[config.mk]
export PLATFORM = sky130hd
export DESIGN_NAME = seg7_scanner
export DESIGN_NICKNAME = d
export VERILOG_FILES = /design/src/rtl/seg7_scanner.sv
export SDC_FILE = /design/constraint.sdc
export NUM_CORES = 1
export LEC_CHECK = 0
export BUFFER_PORTS_ARGS = -buffer_cell sky130_fd_sc_hd__buf_2
export CELL_PAD_IN_SITES_DETAIL_PLACEMENT = 1
export CELL_PAD_IN_SITES_GLOBAL_PLACEMENT = 2
export CORE_UTILIZATION = 36
export CTS_BUF_LIST = sky130_fd_sc_hd__clkbuf_8
export DETAILED_ROUTE_END_ITERATION = 10
export PLACE_DENSITY_LB_ADDON = 0.2
export SETUP_SLACK_MARGIN = 0.15
export SYNTH_ARGS = -nofsm -noshare
export SYNTH_HDL_FRONTEND = slang
export SYNTH_SLANG_ARGS = --single-unit
[constraint.sdc]
create_clock -name clk_i -period 3 [get_ports clk_i]
set_clock_uncertainty 0.1 [all_clocks]
set_input_delay 0.15 -clock clk_i [delete_from_list [all_inputs] [get_ports clk_i]]
set_output_delay 0.15 -clock clk_i [all_outputs]
set_load 0.02 [all_outputs]
[src/rtl/seg7_scanner.sv]
// seg7_scanner: time-multiplexed 4-digit hex seven-segment driver with leading-zero blanking and tear-free frame shadowing
module seg7_scanner #(
  parameter int REFRESH_DIV = 100000,
  parameter bit BLANK_LZ    = 1'b1,
  parameter bit ACTIVE_LOW  = 1'b1
) (
  input  logic        clk_i,
  input  logic        rst_i,
  input  logic [15:0] val_i,
  input  logic        en_i,
  input  logic [3:0]  dp_i,
  output logic [3:0]  an_o,
  output logic [6:0]  seg_o,
  output logic        dp_o
);
  localparam int CW = $clog2(REFRESH_DIV);
  typedef enum logic {PRIME, SCAN} state_t;
  state_t state, state_nx;
  logic [CW-1:0] cnt;
  logic [1:0] idx;
  logic [15:0] shadow;
  logic [3:0] nib, nz, an_nx;
  logic [6:0] seg_hi, seg_nx;
  logic tick, lit, dp_nx;
  assign tick = cnt == CW'(REFRESH_DIV - 1);
  always_ff @(posedge clk_i) state <= rst_i ? PRIME : state_nx;
  always_ff @(posedge clk_i) begin
    if (rst_i) begin
      cnt <= '0;
      idx <= '0;
      shadow <= '0;
    end else if (state == PRIME) begin
      cnt <= '0;
      idx <= '0;
      shadow <= val_i;
    end else begin
      cnt <= tick ? '0 : cnt + CW'(1);
      idx <= tick ? idx + 2'd1 : idx;
      shadow <= (tick && idx == 2'd3) ? val_i : shadow;
    end
  end
  always_comb begin
    state_nx = SCAN;
    nib = shadow[4*idx +: 4];
    case (nib)
      4'h0: seg_hi = 7'h3F;
      4'h1: seg_hi = 7'h06;
      4'h2: seg_hi = 7'h5B;
      4'h3: seg_hi = 7'h4F;
      4'h4: seg_hi = 7'h66;
      4'h5: seg_hi = 7'h6D;
      4'h6: seg_hi = 7'h7D;
      4'h7: seg_hi = 7'h07;
      4'h8: seg_hi = 7'h7F;
      4'h9: seg_hi = 7'h6F;
      4'hA: seg_hi = 7'h77;
      4'hB: seg_hi = 7'h7C;
      4'hC: seg_hi = 7'h39;
      4'hD: seg_hi = 7'h5E;
      4'hE: seg_hi = 7'h79;
      default: seg_hi = 7'h71;
    endcase
    // nz[k]: some nibble from k upward is nonzero, so digit k is significant
    nz = {|shadow[15:12], |shadow[15:8], |shadow[15:4], 1'b1};
    lit = state == SCAN && en_i && !(BLANK_LZ && !nz[idx]);
    an_nx = lit ? 4'b0001 << idx : 4'b0000;
    seg_nx = lit ? seg_hi : 7'h00;
    dp_nx = lit && dp_i[idx];
  end
  always_ff @(posedge clk_i) begin
    an_o <= (rst_i ? 4'h0 : an_nx) ^ {4{ACTIVE_LOW}};
    seg_o <= (rst_i ? 7'h00 : seg_nx) ^ {7{ACTIVE_LOW}};
    dp_o <= (rst_i ? 1'b0 : dp_nx) ^ ACTIVE_LOW;
  end
endmodule

[Yosys cells after proc, flatten, opt, wreduce, memory -nomap -nowiden]
Memory sizes are Yosys's and may differ from the RTL's.
Index checks and enable logic that the tools add are counted.
Word-level totals
  register bits after elaboration: 48
  memory bits (read-only): 112
  bits of input ports: 23
  output and inout port bits: 12
  logic and storage cells: 41
  memories: 1
Memories
  (name not given): words 16, bits a word 7, read ports 1, clocked after memory_dff 0, write ports 0, line 45  | case (nib)
Operators by class
  add/sub/neg operators: 2
  order comparisons: 1
  equality and inequality tests: 3
  shift operators: 2
  mux-type cells: 12
  bitwise gates (word level): 4
  reduce and logical (&&, ||, !) cells: 9
Operators by type and width (number)
  16-bit two-way mux: 2
  17-bit by 1-bit adder with 17-bit output, second input constant: 1
  17-bit == test, second input constant: 1
  16-bit by 5-bit indexed part select with 4-bit output: 1
  7-bit two-way mux: 2
  12-bit OR reduction: 1
  4-bit two-way mux: 2
  8-bit OR reduction: 1
  7-bit inverter: 1
  1-bit binary-select mux with 2-bit select: 2
  1-bit logical AND: 4
  1-bit two-way mux: 4
  4-bit inverter: 1
  4-bit OR reduction: 1
  1-bit by 2-bit left shift with 4-bit output, first input constant: 1
  2-bit by 3-bit < comparator with 1-bit output, second input constant: 1
  3-bit OR reduction: 1
  2-bit by 1-bit adder with 2-bit output, second input constant: 1
  2-bit == test, second input constant: 1
  2-bit by 1-bit != test with 1-bit output, second input constant: 1
  1-bit inverter: 2
  2-bit OR reduction: 1

[Depth between registers and ports, before layout]
  depth in word-level cells: 7
  mapped depth: 8
  mapped depth without buffers: 7

[Worst setup path before layout]
No wires, ideal clock.
  path type: reg2reg
  start: reg cnt[14]
  end: reg shadow[10]
  library setup time: 0.095 ns
  data arrival time: 2.140 ns
  required time: 2.805 ns
  path slack: 0.664 ns
  cell stages (with the launch flop): 7
  buffers on the path: 2
  clock period less this slack: 2.336 ns
  path through: dfxtp_1 or4b_1 or4b_1 buf_2 buf_6 or4_1 o311ai_1
On the way
  cells in the longest elaborated chain, start to end: 3
RTL lines
  start, declared: line 19  | logic [CW-1:0] cnt;
  start signal, assigned: line 37  | cnt <= tick ? '0 : cnt + CW'(1);
  17-bit == test: line 25  | assign tick = cnt == CW'(REFRESH_DIV - 1);
  1-bit logical AND: line 39  | shadow <= (tick && idx == 2'd3) ? val_i : shadow;
  2-bit by 1-bit != test with 1-bit output (no line)
  end signal, assigned: line 35  | shadow <= val_i;
  end signal, assigned: line 39
  end, declared: line 21  | logic [15:0] shadow;
Every way passes these cells.
A chain may end at the register's enable or synchronous reset.

[Worst setup path in the final report]
  start: reg cnt[14]
  end: reg shadow[12]
Same word-level chain as after synthesis.

==> impl_metrics.py <==
metrics = {
    "status": {
        "status": "finished, violations left",
        "violations": "DRC",
    },
    "placement": {
        "dp_hpwl_mm": 4.71,
        "gp_congestion": 0.728,
        "portBuffers": 34,
    },
    "synthesis": {
        "syn_avg_cell_area_um2": 8.62,
        "post_synth_num_cell_types": 41,
        "synth-seq-area-share_pct": 35.7,
        "yosysTopAreaCellShare_pct": 35.7,
        "syn_area_mm2": 0.00269,
        "ys.flop_type": "dfxtp_1",
        "synth-edff-count": 0,
        "async_flop_share_pct": 0,
        "syn-num-nets": 346,
        "synth_top_cell_by_area": "dfxtp_1",
        "synth_cells": 312,
        "synth_seq_cells": 48,
        "yosys_warnings": 0,
        "synthTopCellsByArea": "dfxtp_1, nand2_1, ha_1",
    },
    "route": {
        "routed_via_density": 5.56,
        "drc": 2,
        "met3_length_um": 164,
        "vias": 2425,
        "drt_iter0_drc": 70,
        "wl_met1_mm": 3.33,
        "wl_met2_mm": 3.40,
        "top_layer": "met4",
        "drt-wirelength-per-cell_um": 16.0,
        "ant_nets": 0,
        "finalWirelength_mm": 6.96,
        "firstDrtPassIters": 7,
    },
    "worst_setup_path": {
        "crit_required_ns": 3.10,
        "critical_path_class": "register to register",
        "worstSetupEndpointType": "register",
        "cp_common_cell": "or4b_1",
        "r2r-start": "cnt[14]$_SDFF_PP0_",
        "critPathLaunchType": "register",
        "critPathArrivalTime_ns": 2.72,
        "critPathMaxFanout": 18,
        "crit_slowest_cell": "or4b_1",
        "critPathLaunch": "cnt[14]$_SDFF_PP0_",
        "critical_path.cell_chain": "or4b_1 -> or4b_1 -> or4_1 -> o311ai_1",
        "critical_path.max_stage_delay_ns": 0.81,
    },
    "global_route": {
        "grt_pass1_wl_mm": 12.1,
        "antenna_found_initial": 0,
        "grtUsageTotal_pct": 19.7,
        "grt_overflow": 0,
        "grt_max_degree": 51,
        "grt_pass1_vias": 2464,
    },
    "final_layout": {
        "syn2layout_area_growth_pct": 13.8,
        "final_common_cell": "dfxtp_1",
        "n_antenna_cell": 0,
        "num-nets-final": 370,
        "most-common-layout-cells": "dfxtp_1, nand2_1, buf_2",
        "drive_above_1_share_pct": 17.5,
    },
    "clock_network": {
        "cts_resized": 0,
        "post_cts_buffers": 0,
        "clk_latency_ns": 0.30,
        "cts_tree": "yes",
        "clock-sinks": 48,
        "numCtsBuffers": 5,
        "cts-root-buf": "clkbuf_8",
        "clkTransAtPathRegs_ns": 0.09,
        "cts.path.max_buffers": 2,
        "cts_hold_buffers": 0,
        "htreeDepth": 2,
    },
    "floorplanning": {
        "ios": 35,
        "start_util_pct": 37.1,
        "die_area_mm2": 0.00782,
        "rows": 31,
        "core_mm2": 0.00725,
        "fp.dieW_um": 88.4,
        "die_h_um": 88.4,
    },
    "timing": {
        "finalCriticalPeriod_ns": 2.62,
        "tightest_slew_ns": 0.772,
        "hold_ws_ns": 0.109,
        "rsz0062_at_grt": "no",
        "finalSetupViolations": 0,
        "final.setup.tns_ns": 0,
        "relSlewSlack_pct": 48.6,
        "final-hold-violation-count": 0,
        "fmax_mhz": 382,
        "fin_crit_sh_pct": 87.3,
        "report.final.slew_viol_count": 0,
    },
    "job": {
        "drv_cap": 0,
    },
    "min_path": {
        "hp-class": "input port to register",
        "hold_path.startpoint": "val_i[10]",
    },
    "pwr": {
        "switching_share_pct": 26.0,
        "clockPowerShare_pct": 36.9,
        "power.switching_uw": 357,
        "share_comb_of_total_power_pct": 12.3,
        "ir_worst_vdd_v": 0.000240,
        "p_seq_share_pct": 50.8,
        "p_per_area_mw_per_mm2": 448,
        "p_leak_uw": 0.00100,
        "power.internal_uw": 1010,
    },
}
[path summary, 6_finish.rpt]
path	end	slack, ns	depth (start not counted)
max reg2reg	shadow[12]$_SDFFE_PP0P_	0.38	4
max	shadow[12]$_SDFFE_PP0P_	0.38	4
min reg2reg	cnt[0]$_SDFF_PP0_	0.37	1
min	shadow[10]$_SDFFE_PP0P_	0.11	4
[layer usage]
| layer | global-route usage, % | vias to the layer above |
|---|---|---|
| met5 | 0 | - |
| met4 | 5.43 | 0 |
| met2 | 33.6 | 33 |
| li1 | - | 1198 |
| met3 | 3.08 | 6 |
| met1 | 25.9 | 1188 |
[critical path: cells and delay by family (launching register included)]
| kind | cells | cell delay, ns |
|---|---|---|
| DFF | 1 | 0.34 |
| and+or+nand+nor | 3 | 1.97 |
| AOI/OAI and AO/OA | 1 | 0.11 |
[kinds of logic (layout without fill, tap and decap cells)]
family | Yosys count | count (layout) | synth area share (%)
AOI/OAI and AO/OA | 51 | 51 | 13.4
xor gates and xnor gates | 17 | 17 | 5.54
adders and majority gates | 11 | 11 | 5.12
buffers and inverters | 36 | 61 | 5.44
DFF | 48 | 48 | 35.7
muxes | 9 | 9 | 6.19
and+or+nand+nor | 140 | 140 | 28.6
[stage by stage]
| step | std cells | worst slack [ns] | cell area (µm²) | total power [µW] | utilization (%) |
|---|---|---|---|---|---|
| 3_3_place_gp | 428 | 0.444 | 2940 | 875 | 40.5 |
| 4_1_cts | 436 | 0.381 | 3060 | 1390 | 42.2 |
| 3_5_place_dp | 428 | 0.397 | 2940 | 880 | 40.5 |
| 6_report | 436 | 0.380 | 3060 | 1370 | 42.2 |
| 2_1_floorplan | 312 | 0.664 | 2690 | 821 | - |
| 5_1_grt | 436 | 0.231 | 3060 | 1440 | 42.2 |
[flip-flops by register name, summed over array words and instances, names as in the netlist]
signal and cells:
idx 2, cnt 17, shadow 16, state 1, seg_o 7, dp_o 1
an_o 4
[final cells by class]
cell class / count / area [µm²]
flip-flops and latches: 48 / 961
clock inverters: 2 / 38.8
repair buffers: 42 / 230
fillers: 897 / 4190
multi-input cells: 228 / 1580
well taps: 99 / 124
clock buffers: 6 / 82.6
inverters: 11 / 41.3
[power groups by stage]
stage	Clock [µW]	Sequential, µW	Combinational [µW]
after floorplan	0	706	116
after CTS	525	695	171
after global placement	0	709	166
after detailed placement	0	710	170
after global routing	544	700	190
final	506	696	169
[cell usage after synthesis (3+ instances only)]
cell and count:
dfxtp_1 48, nand2_1 47, clkbuf_1 21, nor2_1 19, nor3b_1 18, or4_1 18, a31oi_1 17, ha_1 11
inv_1 11, o311ai_1 10, nand3_1 9, xnor2_1 9, xor2_1 8, mux4_2 6, o21ai_0 6, o311ai_0 6
nor4_1 5, or3_1 5, a21oi_1 4, nand4_1 4, buf_2 3, o31ai_1 3
(Power assumes the default switching activity.)
